## src/rtl/branch_redirect_ctrl_pkg.sv

```systemverilog
// rtl/branch_redirect_ctrl_pkg.sv - shared state encoding and branch-type codes for the redirect controller
package branch_redirect_ctrl_pkg;

    typedef enum logic [1:0] {
        S_IDLE     = 2'd0,
        S_REDIRECT = 2'd1,
        S_FLUSH    = 2'd2,
        S_TRAP     = 2'd3
    } state_e;

    typedef enum logic [1:0] {
        BR_NONE = 2'd0,
        BR_JAL  = 2'd1,
        BR_JALR = 2'd2,
        BR_BR   = 2'd3
    } br_type_e;

    localparam int FLUSH_CNT_W = 3;

endpackage

```

## src/rtl/branch_redirect_ctrl_flush_counter.sv

```systemverilog
// rtl/branch_redirect_ctrl_flush_counter.sv - loadable down-counter timing the post-redirect IF/ID flush
module branch_redirect_ctrl_flush_counter
    import branch_redirect_ctrl_pkg::*;
(
    input  logic                   clk,
    input  logic                   rst,
    input  logic                   load,
    input  logic [FLUSH_CNT_W-1:0] load_val,
    input  logic                   dec,
    output logic                   done
);

    logic [FLUSH_CNT_W-1:0] count;

    always_ff @(posedge clk) begin
        if (rst) begin
            count <= '0;
        end else if (load) begin
            count <= load_val;
        end else if (dec && (count != '0)) begin
            count <= count - 1'b1;
        end
    end

    // Done marks the last flush cycle, so the FSM leaves FLUSH on that edge.
    assign done = (count == FLUSH_CNT_W'(1));

endmodule

```

## src/rtl/branch_redirect_ctrl.sv

```systemverilog
// rtl/branch_redirect_ctrl.sv - taken-branch PC redirect handshake and IF/ID, ID/EX squash sequencing
module branch_redirect_ctrl
    import branch_redirect_ctrl_pkg::*;
#(
    parameter int              XLEN         = 32,
    parameter int              FLUSH_STAGES = 2,
    parameter logic [XLEN-1:0] RESET_PC     = '0
) (
    input  logic            i_clk,
    input  logic            i_rst,
    input  logic            i_ex_valid,
    input  logic            i_is_branching,
    input  logic [XLEN-1:0] i_branch_addr,
    input  logic            i_stall,
    input  logic            i_if_ready,
    output logic            o_redirect_valid,
    output logic [XLEN-1:0] o_redirect_pc,
    output logic            o_flush_if_id,
    output logic            o_flush_id_ex,
    output logic            o_misalign_trap,
    output logic [XLEN-1:0] o_trap_addr,
    output logic            o_busy
);

    localparam logic [FLUSH_CNT_W-1:0] FLUSH_LOAD = FLUSH_CNT_W'(FLUSH_STAGES);
    localparam bit                     HAS_FLUSH  = (FLUSH_STAGES > 0);

    state_e            state;
    state_e            state_nx;
    logic              valid_nx;
    logic              flush_if_id_nx;
    logic              flush_id_ex_nx;
    logic              trap_nx;
    logic [XLEN-1:0]   pc_nx;
    logic [XLEN-1:0]   trap_addr_nx;
    logic              cnt_load;
    logic              cnt_dec;
    logic              cnt_done;
    logic              capture;

    assign capture = i_ex_valid && i_is_branching && !i_stall;

    branch_redirect_ctrl_flush_counter u_flush_counter (
        .clk      (i_clk),
        .rst      (i_rst),
        .load     (cnt_load),
        .load_val (FLUSH_LOAD),
        .dec      (cnt_dec),
        .done     (cnt_done)
    );

    // Outputs are computed one cycle ahead and registered alongside the state.
    always_comb begin
        state_nx       = state;
        valid_nx       = 1'b0;
        flush_if_id_nx = 1'b0;
        flush_id_ex_nx = 1'b0;
        trap_nx        = 1'b0;
        pc_nx          = o_redirect_pc;
        trap_addr_nx   = o_trap_addr;
        cnt_load       = 1'b0;
        cnt_dec        = 1'b0;

        case (state)
            S_IDLE: begin
                if (capture) begin
                    flush_if_id_nx = 1'b1;
                    flush_id_ex_nx = 1'b1;
                    if (i_branch_addr[1]) begin
                        state_nx     = S_TRAP;
                        trap_nx      = 1'b1;
                        trap_addr_nx = i_branch_addr;
                    end else begin
                        state_nx = S_REDIRECT;
                        valid_nx = 1'b1;
                        pc_nx    = i_branch_addr;
                    end
                end
            end
            S_REDIRECT: begin
                if (i_if_ready) begin
                    if (HAS_FLUSH) begin
                        state_nx       = S_FLUSH;
                        cnt_load       = 1'b1;
                        flush_if_id_nx = 1'b1;
                    end else begin
                        state_nx = S_IDLE;
                    end
                end else begin
                    valid_nx       = 1'b1;
                    flush_if_id_nx = 1'b1;
                    flush_id_ex_nx = 1'b1;
                end
            end
            S_FLUSH: begin
                cnt_dec = 1'b1;
                if (cnt_done) begin
                    state_nx = S_IDLE;
                end else begin
                    flush_if_id_nx = 1'b1;
                end
            end
            S_TRAP: begin
                state_nx = S_IDLE;
            end
            default: begin
                state_nx = S_IDLE;
            end
        endcase
    end

    always_ff @(posedge i_clk) begin
        if (i_rst) begin
            state            <= S_IDLE;
            o_redirect_valid <= 1'b0;
            o_redirect_pc    <= RESET_PC;
            o_flush_if_id    <= 1'b0;
            o_flush_id_ex    <= 1'b0;
            o_misalign_trap  <= 1'b0;
            o_trap_addr      <= '0;
            o_busy           <= 1'b0;
        end else begin
            state            <= state_nx;
            o_redirect_valid <= valid_nx;
            o_redirect_pc    <= pc_nx;
            o_flush_if_id    <= flush_if_id_nx;
            o_flush_id_ex    <= flush_id_ex_nx;
            o_misalign_trap  <= trap_nx;
            o_trap_addr      <= trap_addr_nx;
            o_busy           <= (state_nx != S_IDLE);
        end
    end

endmodule

```

## config.mk

```make
export PLATFORM = sky130hd
export DESIGN_NAME = branch_redirect_ctrl
export DESIGN_NICKNAME = d
export VERILOG_FILES = /design/src/rtl/branch_redirect_ctrl_pkg.sv /design/src/rtl/branch_redirect_ctrl_flush_counter.sv /design/src/rtl/branch_redirect_ctrl.sv
export SDC_FILE = /design/constraint.sdc
export NUM_CORES = 1
export LEC_CHECK = 0
export ABC_AREA = 1
export CORE_UTILIZATION = 47
export DETAILED_ROUTE_END_ITERATION = 7
export PLACE_DENSITY = 0.87
export REMOVE_ABC_BUFFERS = 1
export SLEW_MARGIN = 10
export SYNTH_ARGS = -nofsm -noshare
export SYNTH_HDL_FRONTEND = slang
export SYNTH_HIERARCHICAL = 1
export SYNTH_SLANG_ARGS = --single-unit
```

## constraint.sdc

```tcl
create_clock -name i_clk -period 1.45 [get_ports i_clk]
set_input_delay 0.145 -clock i_clk [delete_from_list [all_inputs] [get_ports i_clk]]
set_output_delay 0.145 -clock i_clk [all_outputs]
set_load 0.02 [all_outputs]
```

# Word-level counts from Yosys, hierarchy flattened
# Cells that the tools add are included.
[totals]
reg_bits = 73
wordCells = 49
[classes]
eq_ne = 4
addsub = 1
bitwise_logic = 3
reduce_logical = 12
mux = 19
[ops]
columns = ["op", "n"]
rows = [
  ["2-to-1 mux 2 bit", 6],
  ["2-to-1 mux 1 bit", 9],
  ["case mux 2 bit (4 select lines)", 1],
  ["AND reduction 3 bit", 2],
  ["== test 2 bit (second input constant)", 2],
  ["case mux 1 bit (2 select lines)", 2],
  ["nonzero test 2 bit", 2],
  ["== test 3 x 1 -> 1 bit (second input constant)", 1],
  ["logical AND 1 bit", 3],
  ["NOT 1 bit", 3],
  ["case mux 1 bit (3 select lines)", 1],
  ["nonzero test 3 bit", 1],
  ["OR reduction 3 bit", 1],
  ["subtractor 3 x 1 -> 3 bit (second input constant)", 1],
  ["== test 2 x 1 -> 1 bit (second input constant)", 1],
  ["logical NOT 2 bit", 1],
  ["OR reduction 2 bit", 1],
  ["logical NOT 1 bit", 1],
]

# Longest topological paths before layout
# Gate-level depths: netlist of run 1.
[depth]
ltp_word = 5
ltp_mapped = 8
ltp_nobuf = 8

# Modules after synthesis
# The synthesis of run 1 kept the hierarchy.
[by_module_without_submodules]
columns = ["module", "area_per_inst_um2", "n_inst", "cells_each"]
rows = [
  ["branch_redirect_ctrl", 3189.3, 1, 477],
  ["branch_redirect_ctrl_flush_counter", 231.5, 1, 34],
]

# Least setup slack after synthesis of run 1
# OpenSTA, ideal clock, no wires.
[synth_path]
path_kind = "register -> register"
startpoint = "register state[0]"
endpoint = "register u_flush_counter.count[2]"
period_less_slack_ns = 1.147
path_slack_ns = 0.303
path_stages_with_launch = 8
n_path_buf = 0
t_arrival_ns = 1.031
setup_ns = 0.116
path_cell_list = "dfxtp_1 > nand2_1 > nor2_1 > inv_2 > nand3_1 > nand2_1 > nand2_1 > a21oi_1"
[synth_via]
elab_chain_cells = 3
[synth_lines]
columns = ["element", "line", "rtl"]
rows = [
  ["from (decl)", "branch_redirect_ctrl.sv:28", "state_e state;"],
  ["from (signal assigned)", "branch_redirect_ctrl.sv:123", "state <= state_nx;"],
  ["== test 2 x 1 -> 1 bit", "branch_redirect_ctrl.sv:64", "case (state)"],
  ["2-to-1 mux 1 bit", "branch_redirect_ctrl.sv:64", ""],
  ["named net cnt_load", "branch_redirect_ctrl.sv:36", "logic cnt_load;"],
  ["OR reduction 2 bit (no source line)", "--", ""],
  ["to (signal assigned)", "branch_redirect_ctrl_flush_counter.sv:19", "count <= load_val;"],
  ["to (signal assigned)", "branch_redirect_ctrl_flush_counter.sv:21", "count <= count - 1'b1;"],
  ["to (decl)", "branch_redirect_ctrl_flush_counter.sv:13", "logic [FLUSH_CNT_W-1:0] count;"],
]
# The timed path passes the listed nets, and every way through them passes these cells.
# A chain may end at the register's enable or synchronous reset.

# Worst setup path in the final report of run 1
[layout_path]
startpoint = "register o_trap_addr[10]"
endpoint = "output o_trap_addr[10]"
[layout_rtl]
columns = ["element", "line", "rtl"]
rows = [
  ["from (decl)", "branch_redirect_ctrl.sv:21", "output logic [XLEN-1:0] o_trap_addr,"],
  ["from (signal assigned)", "branch_redirect_ctrl.sv:129", "o_trap_addr <= trap_addr_nx;"],
]
# No word-level cell between the ends.

==> impl_metrics.yaml, run 1 <==
power:
  powerDensity_mw_per_mm2: 895
  cellLeakagePower_nw: 2.79
  power.ir.vdd_worst_mv: 0.477
  power.total_w: 0.00433
cells_and_area:
  fill_count: 575
  final_design_area_no_fill_mm2: 0.00484
  fin_nets: 657
  final_cell_mix: "105 x sky130_fd_sc_hd__nand2_1, 103 x sky130_fd_sc_hd__inv_1, 100 x sky130_fd_sc_hd__nor2_1"
  final_common_cell: "sky130_fd_sc_hd__nand2_1"
  final_cell_count_no_fill: 716
  area_growth_pct: 41.5
  drive_gt1_share_pct: 7.26
  antenna_diode_instance_count: 0
setup_path:
  crit_path_start_kind: "register"
  critical_path_class: "reg -> out"
  timing.critical_path.slowest_stage_cell: "sky130_fd_sc_hd__clkdlybuf4s50_1"
  ff2ff_path_depth: 7
  critPathCaptureType: "primary output"
  arrival_ns: 1.27
  crit_buf_inv: 1
  critical_path_depth: 1
  crit_path_max_incr_delay_ns: 0.60
  cp_max_fo: 2
  crit_family: "buffers and inverters"
  critical_path_required_ns: 1.31
  worstPathCellList: "clkdlybuf4s50_1"
detailed_routing:
  detail_route.wl_per_cell_um: 12.5
  drtIter0Drc: 174
  routed_wire_length_um: 8930
  drt_first_pass_iters: 4
  drc_errors: 0
  antenna_violating_nets_post_route: 0
  vias_per_cell: 4.84
  count_of_vias_placed_by_the_detailed_router: 3467
place:
  dp_hpwl_um: 6290
  routabilityCongestion: 0.739
  post-place-ws_ns: -0.126
  placedInstanceArea_mm2: 0.00464
  placed_cells: 701
  numPortBuffers: 105
floorplanning:
  die_width_um: 87.3
  die_h_um: 87.3
  initial_core_utilization_pct: 49.5
  fp.coreArea_mm2: 0.00691
  num_rows: 30
  die_area_mm2: 0.00762
  design.portCount: 107
cts:
  tritoncts: "yes"
  cts-buffers-inserted: 9
  cts_hold_repair.buffers: 0
  tritoncts_num_sinks: 73
  clock_tree.htree_level_count: 3
  clockBufferDepth: 2
  ctsRootBufferMaster: "sky130_fd_sc_hd__clkbuf_8"
  clk_transition_reported_paths_ns: 0.07
  clock_latency_on_the_worst_skew_pair_ns: 0.34
grt:
  grtUsageTotal_pct: 24.2
  grt_first_pass_wirelength_um: 14400
  maximum_number_of_pins_on_one_net_before_global_route_repair: 44
  antenna_found_initial: 0
  number_of_global_route_vias_before_repair: 3232
  grt_total_ovfl: 0
synthesis:
  ys_types: 24
  syn_area_per_cell_um2: 6.69
  yosysSeqAreaShare_pct: 42.7
  ys_warn_count: 6
  yosys_register_bits: 73
  synthCells: 511
  synthesis.area_mm2: 0.00342
timing:
  layout_worst_path_cycle_share_pct: 97.4
  timing_hold_violations_final: 0
  fin_skew_ns: 0.0109
  finalSetupViolations: 0
  layout_setup_ws_ns: 0.0373
  final-max-slew-violation-count: 0
  max_fclk_mhz: 708
  grt_setup_unrepaired: "no"
  final_critical_path_time_including_i_o_delays_and_setup_ns: 1.41
job:
  max_cap_violations: 0
worst_hold_path:
  min_path_cells: 5
  hold_crit_class: "in -> reg"
run_status:
  outcome: "finished, final reports clean"
synthesized netlist by cell type (all sizes together):
master	number	area, µm²
a31oi	2	12.5
a21oi	6	30.0
inv	106	398
nand2	108	423
conb	2	7.51
nand4	63	394
o21ai	3	15.0
nor3	1	5.00
dfxtp	73	1460
clkbuf	2	7.51
nand3b	1	7.51
nor2	103	397
buf	32	183
nand3	6	42.5
ha	3	37.5
timing repair:
| action | in CTS | in global routing |
|---|---|---|
| setup endpoints to repair | 33 | 25 |
| hold endpoints to repair | 0 | 0 |
| buffers inserted | 0 | 0 |
| gates resized for setup | 33 | 25 |
stage by stage:
step | utilization (%) | hold WS (ns) | setup TNS [ns]
2_1_floorplan | - | 0.214 | -135.02
3_3_place_gp | 67.1 | 0.465 | -3.39
3_5_place_dp | 67.1 | 0.475 | -4.54
4_1_cts | 69.2 | 0.469 | 0
5_1_grt | 70.1 | 0.484 | 0
6_report | 70.1 | 0.481 | 0
power breakdown:
part,internal (W),switching (W)
logic,0.000324,0.000431
clock network,0.000750,0.000704
registers,0.00208,0.0000437
worst reg2reg max path: stages (launching register included):
cell and delay, ns:
sky130_fd_sc_hd__dfxtp_1 0.46, sky130_fd_sc_hd__nand2_1 0.15, sky130_fd_sc_hd__nor2_1 0.17, sky130_fd_sc_hd__buf_4 0.17, sky130_fd_sc_hd__nand2_1 0.05, sky130_fd_sc_hd__o21ai_0 0.06, sky130_fd_sc_hd__nand2_1 0.07, sky130_fd_sc_hd__a21oi_1 0.11
state kept, by name, indices dropped and copies added (netlist names):
name	count
o_misalign_trap	1
o_trap_addr	32
state	2
o_redirect_pc	31
o_redirect_valid	1
o_flush_if_id	1
o_flush_id_ex	1
u_flush_counter/count	3
o_busy	1
kinds of logic after synthesis:
group,Yosys count,synth area share [%]
simple gates,282,37.1
buf+inv,140,17.2
flops,73,42.7
compound gates,11,1.68
fa+ha+maj,3,1.10
other cells,2,0.220
routing by layer:
metal  track usage (%)  wire length (µm)  vias to the layer above
met2              42.1              4380                      140
met5                 0                 0                        -
met4              9.39               124                        0
li1                  -                 -                     1753
met3              3.98               612                       12
met1              29.8              3820                     1562
path summary, 6_finish.rpt:
| path | slack, ns | startpoint | end |
|---|---|---|---|
| min reg2reg | 0.48 | o_trap_addr[22] | o_trap_addr[22] |
| max reg2reg | 0.14 | state[0] | u_flush_counter/count[1] |
| max | 0.04 | o_trap_addr[10] | o_trap_addr[10] |
| min | 0.48 | i_branch_addr[22] | o_redirect_pc[22] |
final cells by class:
cell class              instances  area (µm²)  area share, %
clock inverters                 2        12.5          0.259
repair buffers                126        1290           26.7
inverters                     106         398           8.22
flip-flops and latches         73        1460           30.2
well taps                      96         120           2.48
clock buffers                  13         169           3.49
multi-input cells             300        1390           28.6
Power figures use the tool's default switching activity.
==> run 2, diff against run 1 <==
--- a/config.mk
+++ b/config.mk
@@ -6,12 +6,11 @@
 export NUM_CORES = 1
 export LEC_CHECK = 0
 export ABC_AREA = 1
-export CORE_UTILIZATION = 47
+export CORE_UTILIZATION = 45
 export DETAILED_ROUTE_END_ITERATION = 7
-export PLACE_DENSITY = 0.87
+export PLACE_DENSITY_LB_ADDON = 0.08
 export REMOVE_ABC_BUFFERS = 1
 export SLEW_MARGIN = 10
 export SYNTH_ARGS = -nofsm -noshare
 export SYNTH_HDL_FRONTEND = slang
-export SYNTH_HIERARCHICAL = 1
 export SYNTH_SLANG_ARGS = --single-unit
==> run 2 against run 1 <==
Compared with the run above:
- clock power rose by 25%
- wire length fell by 5.2%
- total power rose by 7.4%
- clock skew fell by 0.0025 ns
- hold slack got worse by 0.0025 ns
- non-clock buffer count rose by 3
- sequential cell count did not move
- critical path type unchanged
- critical endpoint is now o_redirect_pc[11]
- largest cell class unchanged
- largest power group unchanged
==> impl_metrics.yaml, run 2 <==
detailed_routing:
  detail_route.wl_per_cell_um: 11.9
  antenna_violating_nets_post_route: 0
  drc_errors: 0
  routed_wire_length_um: 8470
  vias_per_cell: 4.71
  count_of_vias_placed_by_the_detailed_router: 3361
  drt_first_pass_iters: 4
  drtIter0Drc: 125
timing:
  fin_hold_ws_ns: 0.478
  max_fclk_mhz: 705
  layout_setup_ws_ns: 0.0317
  fin_skew_ns: 0.00838
  fin_tns_setup_ns: 0
  finalSetupViolations: 0
  grt_setup_unrepaired: "no"
  final_critical_path_time_including_i_o_delays_and_setup_ns: 1.42
  final-max-slew-violation-count: 0
  layout_worst_path_cycle_share_pct: 97.8
  timing_hold_violations_final: 0
synthesis:
  synth-compound-area-share_pct: 1.34
  ys_types: 19
  post-synth-top-area-fraction_pct: 43.4
  ys_warn_count: 0
  synth_most_common_cell: "sky130_fd_sc_hd__nand2_1"
  postSynth.asyncResetShare_pct: 0
  synthCells: 503
  post_synth_edffs: 0
  synth_top_cells_by_count: "105 x sky130_fd_sc_hd__nand2_1, 103 x sky130_fd_sc_hd__inv_1, 102 x sky130_fd_sc_hd__nor2_1"
  synth_adder_area_share_pct: 1.12
  synth_largest_area_cell: "sky130_fd_sc_hd__dfxtp_1"
  synth.mux.area_fraction_pct: 0
  yosysSeqAreaShare_pct: 43.4
  ys_dominant_reg_cell: "sky130_fd_sc_hd__dfxtp_1"
  syn_area_per_cell_um2: 6.69
  synth.top_cells.by_area: "sky130_fd_sc_hd__dfxtp_1 43%, sky130_fd_sc_hd__nand4_1 12%, sky130_fd_sc_hd__nand2_1 12%, sky130_fd_sc_hd__inv_1 11%, sky130_fd_sc_hd__nor2_1 11%"
  synthesis.area_mm2: 0.00337
  synthXorXnorAreaFrac_pct: 0
  post_synth_simple_gate_area_pct: 36.8
  dominant_combinational_cell_family_by_area_after_synthesis: "simple AND/OR/NAND/NOR gates"
  yosys_register_bits: 73
run_status:
  outcome: "finished, final reports clean"
cts:
  ctsRootBufferMaster: "sky130_fd_sc_hd__clkbuf_8"
  tritoncts_num_sinks: 73
  clock_tree.htree_level_count: 3
  clock_latency_on_the_worst_skew_pair_ns: 0.34
  cts_hold_repair.buffers: 0
  tritoncts: "yes"
  cts_setup_buffers: 0
  clockBufferDepth: 2
  cts-buffers-inserted: 9
  clk_transition_reported_paths_ns: 0.08
setup_path:
  critical_path_required_ns: 1.31
  worstPathCellList: "clkdlybuf4s50_1"
  critical_path_depth: 1
  ff2ff_path_depth: 6
  critPathCaptureType: "primary output"
  crit_buf_inv: 1
  critical_path_class: "reg -> out"
  timing.critical_path.slowest_stage_cell: "sky130_fd_sc_hd__clkdlybuf4s50_1"
  destination_of_the_critical_timing_path: "o_redirect_pc[11]"
  crit_family: "buffers and inverters"
  startpoint_of_the_most_critical_register_to_register_path: "state[1]"
  crit_path_max_incr_delay_ns: 0.60
  crit_path_start_kind: "register"
  ff2ff_setup_slack_ns: 0.19
  arrival_ns: 1.27
  start_point_of_the_critical_path: "o_redirect_pc[11]"
  cp_max_fo: 2
  crit_reg_reg_endpoint: "o_trap_addr[26]"
floorplanning:
  initial_core_utilization_pct: 46.4
  die_width_um: 88.5
  die_area_mm2: 0.00783
  num_rows: 31
  design.portCount: 107
  die_h_um: 88.5
  fp.coreArea_mm2: 0.00725
cells_and_area:
  fill_count: 710
  max_flop_register: "o_trap_addr"
  largest_register_ff_count: 32
  final_cell_mix: "105 x sky130_fd_sc_hd__nand2_1, 103 x sky130_fd_sc_hd__inv_1, 101 x sky130_fd_sc_hd__nor2_1"
  antenna_diode_instance_count: 0
  top_regs: "o_trap_addr: 32 flops, o_redirect_pc: 31 flops, u_flush_counter.count: 3 flops"
  final_cell_count_no_fill: 713
  area_growth_pct: 43.7
  seqCellArea_mm2: 0.00146
  fin_nets: 650
  drive_gt1_share_pct: 7.33
  final_common_cell: "sky130_fd_sc_hd__nand2_1"
  multi_input_comb_area_mm2: 0.00133
grt:
  maximum_number_of_pins_on_one_net_before_global_route_repair: 39
  grt_first_pass_wirelength_um: 14000
  grt_total_ovfl: 0
  grtUsageTotal_pct: 23.2
  antenna_found_initial: 0
  number_of_global_route_vias_before_repair: 3092
place:
  post-place-ws_ns: -0.176
  routabilityCongestion: 0.767
  numPortBuffers: 105
  placed_cells: 697
  dp_hpwl_um: 5970
job:
  max_cap_violations: 0
worst_hold_path:
  hold_crit_class: "in -> reg"
power:
  powerDensity_mw_per_mm2: 962
  power.total_w: 0.00465
  cellLeakagePower_nw: 2.80
  power.ir.vdd_worst_mv: 0.508
==> run 2: changes by cell type in the layout (fill, tap and decap cells not counted), sizes merged, moves of 3 or more <==
| cell | previous run | this run |
|---|---|---|
| a21oi | 6 | 9 |
| buf | 21 | 24 |
| conb | 4 | 1 |
| nand2 | 108 | 105 |
| o21ai | 3 | 0 |
==> run 2: what timing repair did <==
action | CTS | global route
endpoints found under the hold margin | 0 | 0
setup endpoints to repair | 35 | 25
gates resized for setup | 35 | 25
==> run 2: final cells by class <==
type,count,share of cell area [%]
Tap cell,99,2.56
Sequential cell,73,30.2
Timing Repair Buffer,129,26.9
Clock buffer,11,3.13
Multi-Input combinational cell,292,27.5
Clock inverter,5,1.60
Inverter,104,8.07
==> run 2: cells by family after synthesis <==
| kind of cell | after synthesis |
|---|---|
| other | 1 |
| AOI/OAI and AO/OA | 9 |
| buffers and inverters | 138 |
| DFF | 73 |
| and+or+nand+nor | 279 |
| adders and majority gates | 3 |
==> run 2: report_power, final <==
part	leakage, nW	switching [W]	internal, W
logic	2.09	0.000415	0.000316
registers	0.593	0.0000364	0.00208
clock network	0.115	0.000752	0.00106
total	2.80	0.00120	0.00345
==> run 2: how the worst min path moves through the flow <==
stage,endpoint,depth (start not counted),slack (ns),startpoint
final,o_redirect_pc[17],5,0.48,i_branch_addr[17]
after global routing,o_trap_addr[5],5,0.50,i_branch_addr[5]
after CTS,o_trap_addr[25],5,0.47,i_branch_addr[25]
after detailed placement,o_trap_addr[2],2,0.47,o_trap_addr[2]
after global placement,o_trap_addr[1],2,0.45,o_trap_addr[1]
after floorplan,o_busy,1,0.21,i_rst
==> run 2: layer usage <==
metal	global-route usage, %	vias up	part of all wire (%)	wire length (µm)
met1	28.3	1528	44	3740
met3	5.78	11	6.3	530
met5	0	-	0	0
li1	-	1736	-	-
met2	39.1	86	48	4070
met4	9.68	0	1.5	129
==> run 2: stage by stage <==
step | utilization [%] | instance area [µm²]
CTS | 65.8 | 4770
global route | 66.7 | 4840
global placement | 63.3 | 4590
finish | 66.7 | 4840
detailed placement | 63.3 | 4590
floorplan | - | 3180
==> run 3, diff against run 2 <==
--- a/config.mk
+++ b/config.mk
@@ -7,6 +7,7 @@
 export LEC_CHECK = 0
 export ABC_AREA = 1
 export CORE_UTILIZATION = 45
+export CTS_BUF_LIST = sky130_fd_sc_hd__clkbuf_16
 export DETAILED_ROUTE_END_ITERATION = 7
 export PLACE_DENSITY_LB_ADDON = 0.08
 export REMOVE_ABC_BUFFERS = 1
==> run 3 against run 2 <==
Compared with the run above:
- total power is 11% higher
- register-to-register slack worse by 0.02 ns
- non-clock buffer count stayed put
- global-route usage is 0.34 points higher
- clock skew is 0.0028 ns lower
- combinational power is 4.1% higher
- sequential power hardly changed
- fmax is 1.0% lower
- count of clock-buffer cells in the layout is 2 lower
- hold slack hardly changed
- clock power is 28% higher
==> impl_metrics.yaml, run 3 (synthesis gave the netlist of run 2 again) <==
run_status:
  outcome: "finished, final reports clean"
cts:
  cts_hold_repair.buffers: 0
  clk_transition_reported_paths_ns: 0.05
  ctsRootBufferMaster: "sky130_fd_sc_hd__clkbuf_16"
  clock_tree.htree_level_count: 3
  tritoncts_num_sinks: 73
  clock_latency_on_the_worst_skew_pair_ns: 0.33
  tritoncts: "yes"
  clockBufferDepth: 2
  cts-buffers-inserted: 9
place:
  routabilityCongestion: 0.767
  numPortBuffers: 105
  post-place-ws_ns: -0.176
  dp_hpwl_um: 5970
  placed_cells: 697
  placedInstanceArea_mm2: 0.00459
detailed_routing:
  drc_errors: 0
  drt_first_pass_iters: 4
  antenna_violating_nets_post_route: 0
  drtIter0Drc: 119
  vias_per_cell: 4.76
  routed_wire_length_um: 8660
  detail_route.wl_per_cell_um: 12.1
  count_of_vias_placed_by_the_detailed_router: 3397
cells_and_area:
  multi_input_comb_area_mm2: 0.00133
  largest_register_ff_count: 32
  fin_nets: 650
  final_cell_count_no_fill: 713
  drive_gt1_share_pct: 7.00
  max_flop_register: "o_trap_addr"
  final_cell_mix: "105 x sky130_fd_sc_hd__nand2_1, 103 x sky130_fd_sc_hd__inv_1, 101 x sky130_fd_sc_hd__nor2_1"
  area_growth_pct: 47.0
  antenna_diode_instance_count: 0
  postLayoutCoreUtil_pct: 68.2
  final_design_area_no_fill_mm2: 0.00495
  top_regs: "o_trap_addr: 32 flops, o_redirect_pc: 31 flops, u_flush_counter.count: 3 flops"
  fill_count: 662
  final_common_cell: "sky130_fd_sc_hd__nand2_1"
  seqCellArea_mm2: 0.00146
setup_path:
  crit_path_start_kind: "register"
  crit_buf_inv: 1
  critPathCaptureType: "primary output"
  cp_max_fo: 2
  timing.critical_path.slowest_stage_cell: "sky130_fd_sc_hd__clkdlybuf4s50_1"
  worstPathCellList: "clkdlybuf4s50_1"
  crit_family: "buffers and inverters"
  arrival_ns: 1.29
  critical_path_class: "reg -> out"
  critical_path_required_ns: 1.31
  crit_path_max_incr_delay_ns: 0.62
timing:
  fin_skew_ns: 0.00559
  final_critical_path_time_including_i_o_delays_and_setup_ns: 1.43
  layout_setup_ws_ns: 0.0170
  finalSetupViolations: 0
  fin_hold_ws_ns: 0.478
  layout_worst_path_cycle_share_pct: 98.8
  max_fclk_mhz: 698
  grt_setup_unrepaired: "no"
  final-max-slew-violation-count: 0
  timing_hold_violations_final: 0
floorplanning:
  die_width_um: 88.5
  initial_core_utilization_pct: 46.4
  design.portCount: 107
  die_h_um: 88.5
  fp.coreArea_mm2: 0.00725
  die_area_mm2: 0.00783
  num_rows: 31
power:
  power.ir.vdd_worst_mv: 0.498
  cellLeakagePower_nw: 2.57
  powerDensity_mw_per_mm2: 1050
grt:
  antenna_found_initial: 0
  maximum_number_of_pins_on_one_net_before_global_route_repair: 39
  number_of_global_route_vias_before_repair: 3145
  grt_first_pass_wirelength_um: 14200
  grtUsageTotal_pct: 23.6
  grt_total_ovfl: 0
worst_hold_path:
  hold_crit_class: "reg -> reg"
job:
  max_cap_violations: 0
[run 3: through the flow]
stage | TNS (ns) | total power (W)
after floorplan | -135.39 | 0.00252
after global placement | -5.69 | 0.00291
after detailed placement | -7.18 | 0.00292
after CTS | 0 | 0.00521
after global routing | 0 | 0.00539
final | 0 | 0.00519
[run 3: repair_timing]
item	4_1_cts	5_1_grt
gates resized for setup	0	19
buffers inserted	0	0
endpoints found under the setup margin	0	19
[run 3: final timing paths]
kind / start / endpoint / slack [ns] / cells after the start
worst max-delay path: o_redirect_pc[17] / o_redirect_pc[17] / 0.02 / 1
worst min-delay path: o_trap_addr[2] / o_trap_addr[2] / 0.48 / 2
worst min register to register: o_trap_addr[2] / o_trap_addr[2] / 0.48 / 2
worst max register to register: state[1] / o_trap_addr[17] / 0.17 / 6
[run 3: final cells by class]
type / instances / share of cell area [%]
clock buffers: 9 / 4.55
clock inverters: 7 / 1.72
inverters: 104 / 7.89
multi-input cells: 292 / 26.9
flip-flops and latches: 73 / 29.5
well taps: 99 / 2.50
repair buffers: 129 / 26.9
[run 3: power breakdown]
part | switching, W | internal (W) | leakage [nW]
Sequential | 0.0000379 | 0.00208 | 0.593
Clock | 0.000820 | 0.00149 | 0.150
Combinational | 0.000419 | 0.000341 | 1.82
[run 3: per-layer routing]
layer | vias up | track usage (%) | wire (µm)
met5 | - | 0 | 0
li1 | 1744 | - | -
met2 | 93 | 40.2 | 4170
met4 | 0 | 8.36 | 94
met1 | 1549 | 28.7 | 3880
met3 | 11 | 6.06 | 517
